$ cat src/rtl/burst_qualifier.sv
// Front-end burst qualifier: synchronises the raw carrier input, counts
// carrier edges and emits one det_pulse per valid burst, with runt rejection.
module burst_qualifier #(
    parameter int SYNC_STAGES    = 2,
    parameter int MIN_EDGES      = 4,
    parameter int GAP_CYCLES     = 15,
    parameter int HOLDOFF_CYCLES = 248,
    parameter int LEN_W          = 8
) (
    input  logic             clk,
    input  logic             rst_n,
    input  logic             in,
    output logic             det_pulse,
    output logic             busy,
    output logic [7:0]       reject_cnt,
    output logic [LEN_W-1:0] burst_edges
);

    localparam int GW = $clog2(GAP_CYCLES + 1);
    localparam int HW = $clog2(HOLDOFF_CYCLES + 1);

    localparam logic [GW-1:0]    GAP_LAST  = GW'(GAP_CYCLES - 1);
    localparam logic [HW-1:0]    HOLD_LAST = HW'(HOLDOFF_CYCLES - 1);
    localparam logic [LEN_W-1:0] MIN_LAST  = LEN_W'(MIN_EDGES - 1);
    localparam logic [LEN_W-1:0] EDGE_MAX  = '1;

    typedef enum logic [1:0] {
        IDLE,
        COUNT,
        ACTIVE,
        HOLDOFF
    } state_t;

    state_t state, state_n;

    logic [SYNC_STAGES-1:0] sync;
    logic                   hist;
    logic                   rise_q;

    logic [LEN_W-1:0] edge_cnt, edge_n;
    logic [GW-1:0]    gap_cnt, gap_n;
    logic [HW-1:0]    hold_cnt, hold_n;

    logic fire, fire_q;
    logic reject;
    logic capture;

    logic sync_out;
    assign sync_out = sync[SYNC_STAGES-1];

    // Synchroniser chain, edge history and registered rising-edge strobe
    always_ff @(posedge clk or negedge rst_n) begin
        if (!rst_n) begin
            sync   <= '0;
            hist   <= 1'b0;
            rise_q <= 1'b0;
        end else begin
            sync   <= {sync[SYNC_STAGES-2:0], in};
            hist   <= sync_out;
            rise_q <= sync_out & ~hist;
        end
    end

    // State and counter registers
    always_ff @(posedge clk or negedge rst_n) begin
        if (!rst_n) begin
            state    <= IDLE;
            edge_cnt <= '0;
            gap_cnt  <= '0;
            hold_cnt <= '0;
        end else begin
            state    <= state_n;
            edge_cnt <= edge_n;
            gap_cnt  <= gap_n;
            hold_cnt <= hold_n;
        end
    end

    // Next-state logic; a qualifying rise takes priority over gap expiry
    always_comb begin
        state_n = state;
        edge_n  = edge_cnt;
        gap_n   = gap_cnt;
        hold_n  = hold_cnt;
        fire    = 1'b0;
        reject  = 1'b0;
        capture = 1'b0;
        unique case (state)
            IDLE: begin
                if (rise_q) begin
                    edge_n = LEN_W'(1);
                    gap_n  = '0;
                    if (MIN_EDGES == 1) begin
                        state_n = ACTIVE;
                        fire    = 1'b1;
                    end else begin
                        state_n = COUNT;
                    end
                end
            end
            COUNT: begin
                if (rise_q) begin
                    edge_n = edge_cnt + 1'b1;
                    gap_n  = '0;
                    if (edge_cnt == MIN_LAST) begin
                        state_n = ACTIVE;
                        fire    = 1'b1;
                    end
                end else if (gap_cnt == GAP_LAST) begin
                    state_n = IDLE;
                    gap_n   = '0;
                    reject  = 1'b1;
                end else begin
                    gap_n = gap_cnt + 1'b1;
                end
            end
            ACTIVE: begin
                if (rise_q) begin
                    gap_n = '0;
                    if (edge_cnt != EDGE_MAX) begin
                        edge_n = edge_cnt + 1'b1;
                    end
                end else if (gap_cnt == GAP_LAST) begin
                    state_n = HOLDOFF;
                    gap_n   = '0;
                    hold_n  = '0;
                    capture = 1'b1;
                end else begin
                    gap_n = gap_cnt + 1'b1;
                end
            end
            HOLDOFF: begin
                if (hold_cnt == HOLD_LAST) begin
                    state_n = IDLE;
                end else begin
                    hold_n = hold_cnt + 1'b1;
                end
            end
            default: begin
                state_n = IDLE;
            end
        endcase
    end

    // Registered outputs: delayed detect pulse, busy flag and statistics
    always_ff @(posedge clk or negedge rst_n) begin
        if (!rst_n) begin
            fire_q      <= 1'b0;
            det_pulse   <= 1'b0;
            busy        <= 1'b0;
            reject_cnt  <= '0;
            burst_edges <= '0;
        end else begin
            fire_q    <= fire;
            det_pulse <= fire_q;
            busy      <= (state_n != IDLE);
            if (reject && reject_cnt != 8'hFF) begin
                reject_cnt <= reject_cnt + 8'd1;
            end
            if (capture) begin
                burst_edges <= edge_cnt;
            end
        end
    end

endmodule
$ cat config.mk
export PLATFORM = sky130hd
export DESIGN_NAME = burst_qualifier
export DESIGN_NICKNAME = d
export VERILOG_FILES = /design/src/rtl/burst_qualifier.sv
export SDC_FILE = /design/constraint.sdc
export NUM_CORES = 1
export LEC_CHECK = 0
export ABC_AREA = 1
export CORE_MARGIN = 5
export CORE_UTILIZATION = 44
export CTS_CLUSTER_DIAMETER = 100
export CTS_CLUSTER_SIZE = 10
export DETAILED_ROUTE_END_ITERATION = 8
export GPL_ROUTABILITY_DRIVEN = 1
export HOLD_SLACK_MARGIN = 0.12
export PLACE_DENSITY_LB_ADDON = 0.15
export RECOVER_POWER = 50
export SLEW_MARGIN = 20
export SYNTH_ARGS = -nofsm -noshare
export SYNTH_HDL_FRONTEND = slang
export SYNTH_SLANG_ARGS = --single-unit
$ cat constraint.sdc
create_clock -name clk -period 3.5 [get_ports clk]
set_input_delay 0.7 -clock clk [delete_from_list [all_inputs] [get_ports clk]]
set_output_delay 0.7 -clock clk [all_outputs]
set_load 0.01 [all_outputs]
==> impl_metrics.env <==
export IMPL_ant_nets=0
export IMPL_core_area_um2=5140
export IMPL_yosysSeqAreaShare_pct=47.8
export IMPL_cts_repair_resized=0
export IMPL_drive_gt1_share_pct=6.03
export IMPL_antenna_found_initial=0
export IMPL_io_buffers=20
export IMPL_gp_congestion=0.782
export IMPL_fin_tns_setup_ps=0
export IMPL_wl_per_cell_um=11.0
export IMPL_grt_pass1_vias=1677
export IMPL_p_sw_mw=0.456
export IMPL_postCtsSetupRepairBufs=0
export IMPL_path_class="flop to output pin"
export IMPL_post_route_period_util_pct=57.5
export IMPL_syn_avg_cell_area_um2=8.07
export IMPL_critical_path_required_ps=2800
export IMPL_crit_fanout=6
export IMPL_ir_drop_mv=0.306
export IMPL_grt_overflow=0
export IMPL_cts_root_buf="clkbuf_8"
export IMPL_clk_pin_slew_ps=80
export IMPL_grt_max_degree=46
export IMPL_htree_levels=2
export IMPL_slew_violations=0
export IMPL_design_die_area_um2=6920
export IMPL_numCtsBuffers=5
export IMPL_clockPowerShare_pct=27.4
export IMPL_timing_final_crit_period_ps=2010
export IMPL_vias_per_cell=4.83
export IMPL_ys_seq_elements=45
export IMPL_cellPowerDensity_nw_per_um2=504
export IMPL_die_x_um=83.2
export IMPL_synth_edff_count=0
export IMPL_grt_pass1_wl_um=7450
export IMPL_rows=26
export IMPL_synth_cells=292
export IMPL_ys_async_sr_fraction_pct=100
export IMPL_syn_to_final_growth_pct=15.2
export IMPL_combPwrFrac_pct=27.6
export IMPL_hpwl_um=3090
export IMPL_clock_sinks=45
export IMPL_critPathCaptureType="output pin"
export IMPL_switching_share_pct=33.4
export IMPL_die_y_um=83.2
export IMPL_worstHoldStart="sync[0]$_DFF_PN0_"
export IMPL_arrival_ps=1310
export IMPL_crit_slowest_cell="clkdlybuf4s50_1"
export IMPL_cp_startpoint="reject_cnt[4]$_DFFE_PN0P_"
export IMPL_reg2reg_from="state[1]$_DFF_PN0_"
export IMPL_diodes=0
export IMPL_cts_buffer_depth=2
export IMPL_initial_core_util_pct=45.8
export IMPL_leakage_nw=1.29
export IMPL_design_area_um2=2720
export IMPL_crit_family="buffers and inverters"
export IMPL_synth_ff_type="dfrtp_1"
export IMPL_ios=21
export IMPL_clk_latency_ps=290
export IMPL_placed_area_um2=2610
export IMPL_route_detailed_drc=0
export IMPL_internal_power_mw=0.911
export IMPL_synth_cell_types=27
export IMPL_tightest_slew_ps=550
export IMPL_rsz0062_at_grt="false"
export IMPL_dr_pass1_iters=4
export IMPL_max_stage_delay_ps=570
export IMPL_syn_nets=305
export IMPL_hold_class="flop to flop"
export IMPL_vias=1860
export IMPL_outcome="completed"
export IMPL_hold_viol=0
export IMPL_cts_tree="yes"
export IMPL_cts_hold_buffers=0
export IMPL_syn_cell_area_um2=2360
export IMPL_sequentialPowerShare_pct=45.0
export IMPL_totalWireLength_um=4220
export IMPL_drtIter0Drc=81
export IMPL_finClkSkew_ps=5.40
export IMPL_grtUsageTotal_pct=13.0
export IMPL_relSlewSlack_pct=63.3
export IMPL_finalSetupViolCount=0
export IMPL_cap_violations=0
export IMPL_start_kind="flop"
export IMPL_max_freq_mhz=497
export IMPL_ys_warn_count=0
export IMPL_crit_buf_inv=1
export IMPL_nets=328
export IMPL_path_cells="clkdlybuf4s50_1"
final timing paths:
kind                       slack, ps                          to  cells past startpoint
max in group asynchronous       2740      gap_cnt[3]$_DFFE_PN0P_                      1
min in group asynchronous        390  burst_edges[0]$_DFFE_PN0P_                      1
max reg2reg                     1520     edge_cnt[0]$_DFFE_PN0P_                      8
min reg2reg                      360           sync[1]$_DFF_PN0_                      0
max                             1490               reject_cnt[4]                      1
min                              360           sync[1]$_DFF_PN0_                      0
area by class of cell:
class / count / area [um2]
fillers: 526 / 2420
flip-flops and latches: 45 / 1130
multi-input cells: 199 / 1030
repair buffers: 20 / 198
inverters: 44 / 165
well taps: 70 / 87.6
clock buffers: 5 / 68.8
clock inverters: 2 / 35.0
per-layer routing:
metal  track usage (%)  share of wire (%)  vias up
met5                 0                  0        -
met4              5.35                1.8        0
met3              3.86                4.0        7
met2              20.1                 45       30
met1              17.0                 49      845
li1                  -                  -      978
worst reg2reg max path, delay by kind of cell (launching register included):
| family | cells | cell delay (ps) |
|---|---|---|
| simple gates | 3 | 490 |
| buf+inv | 2 | 320 |
| fa+ha+maj | 1 | 420 |
| compound gates | 2 | 210 |
| flops | 1 | 420 |
cell usage in the layout, fill, tap and decap left out, types with 2 or more instances in the layout:
cell type / instances
a21oi_1: 5
clkbuf_8: 5
clkdlybuf4s50_1: 18
dfrtp_1: 45
ha_1: 10
inv_1: 43
nand2_1: 76
nand3_1: 25
nand3b_1: 2
nand4_1: 7
nor2_1: 21
o21ai_0: 27
o21ai_1: 2
o21ai_2: 6
or2_2: 2
xnor2_1: 4
xor2_1: 3
kinds of logic (layout without fill, tap and decap cells):
| logic type | Yosys count | count (layout) | share of synthesized area [%] |
|---|---|---|---|
| simple gates | 137 | 137 | 25.0 |
| buf+inv | 48 | 71 | 8.28 |
| compound gates | 45 | 45 | 11.0 |
| flops | 45 | 45 | 47.8 |
| fa+ha+maj | 10 | 10 | 5.31 |
| xor+xnor | 7 | 7 | 2.60 |
power groups by stage:
stage | sequential (mW) | clock [mW] | combinational, mW
after floorplan | 0.621 | 0 | 0.285
after global placement | 0.624 | 0 | 0.379
after detailed placement | 0.627 | 0 | 0.383
after CTS | 0.616 | 0.388 | 0.385
after global routing | 0.623 | 0.407 | 0.448
final | 0.615 | 0.375 | 0.377
through the flow:
| step | hold WS, ps | cells | utilization, % | power [mW] | setup slack (ps) |
|---|---|---|---|---|---|
| CTS | 361 | 385 | 52.8 | 1.39 | 1470 |
| global route | 369 | 385 | 52.8 | 1.48 | 1230 |
| global placement | 336 | 378 | 50.8 | 1.00 | 1550 |
| detailed placement | 340 | 378 | 50.8 | 1.01 | 1530 |
| finish | 356 | 385 | 52.8 | 1.37 | 1490 |
| floorplan | 331 | 292 | - | 0.906 | 1800 |
sequential cells by signal, indices dropped and copies added (netlist names):
name and cells:
rise_q 1, hold_cnt 8, gap_cnt 4, fire_q 1, edge_cnt 8, det_pulse 1, sync 2, burst_edges 8
busy 1, reject_cnt 8, state 2, hist 1
cells in the mapped netlist, types with 2 or more instances:
cell,count,share of area (%)
nand3_1,25,5.3
nand3b_1,2,0.64
nand4_1,7,1.9
nor2_1,21,3.3
or2_2,2,0.53
o21ai_1,2,0.42
xnor2_1,4,1.5
xor2_1,3,1.1
o21ai_0,27,5.7
inv_1,43,6.9
ha_1,10,5.3
a21oi_1,5,1.1
buf_6,2,0.96
dfrtp_1,45,48
clkbuf_1,2,0.32
o21ai_2,6,2.2
nand2_1,76,12
Note: power is estimated with default switching activity, not from simulation.
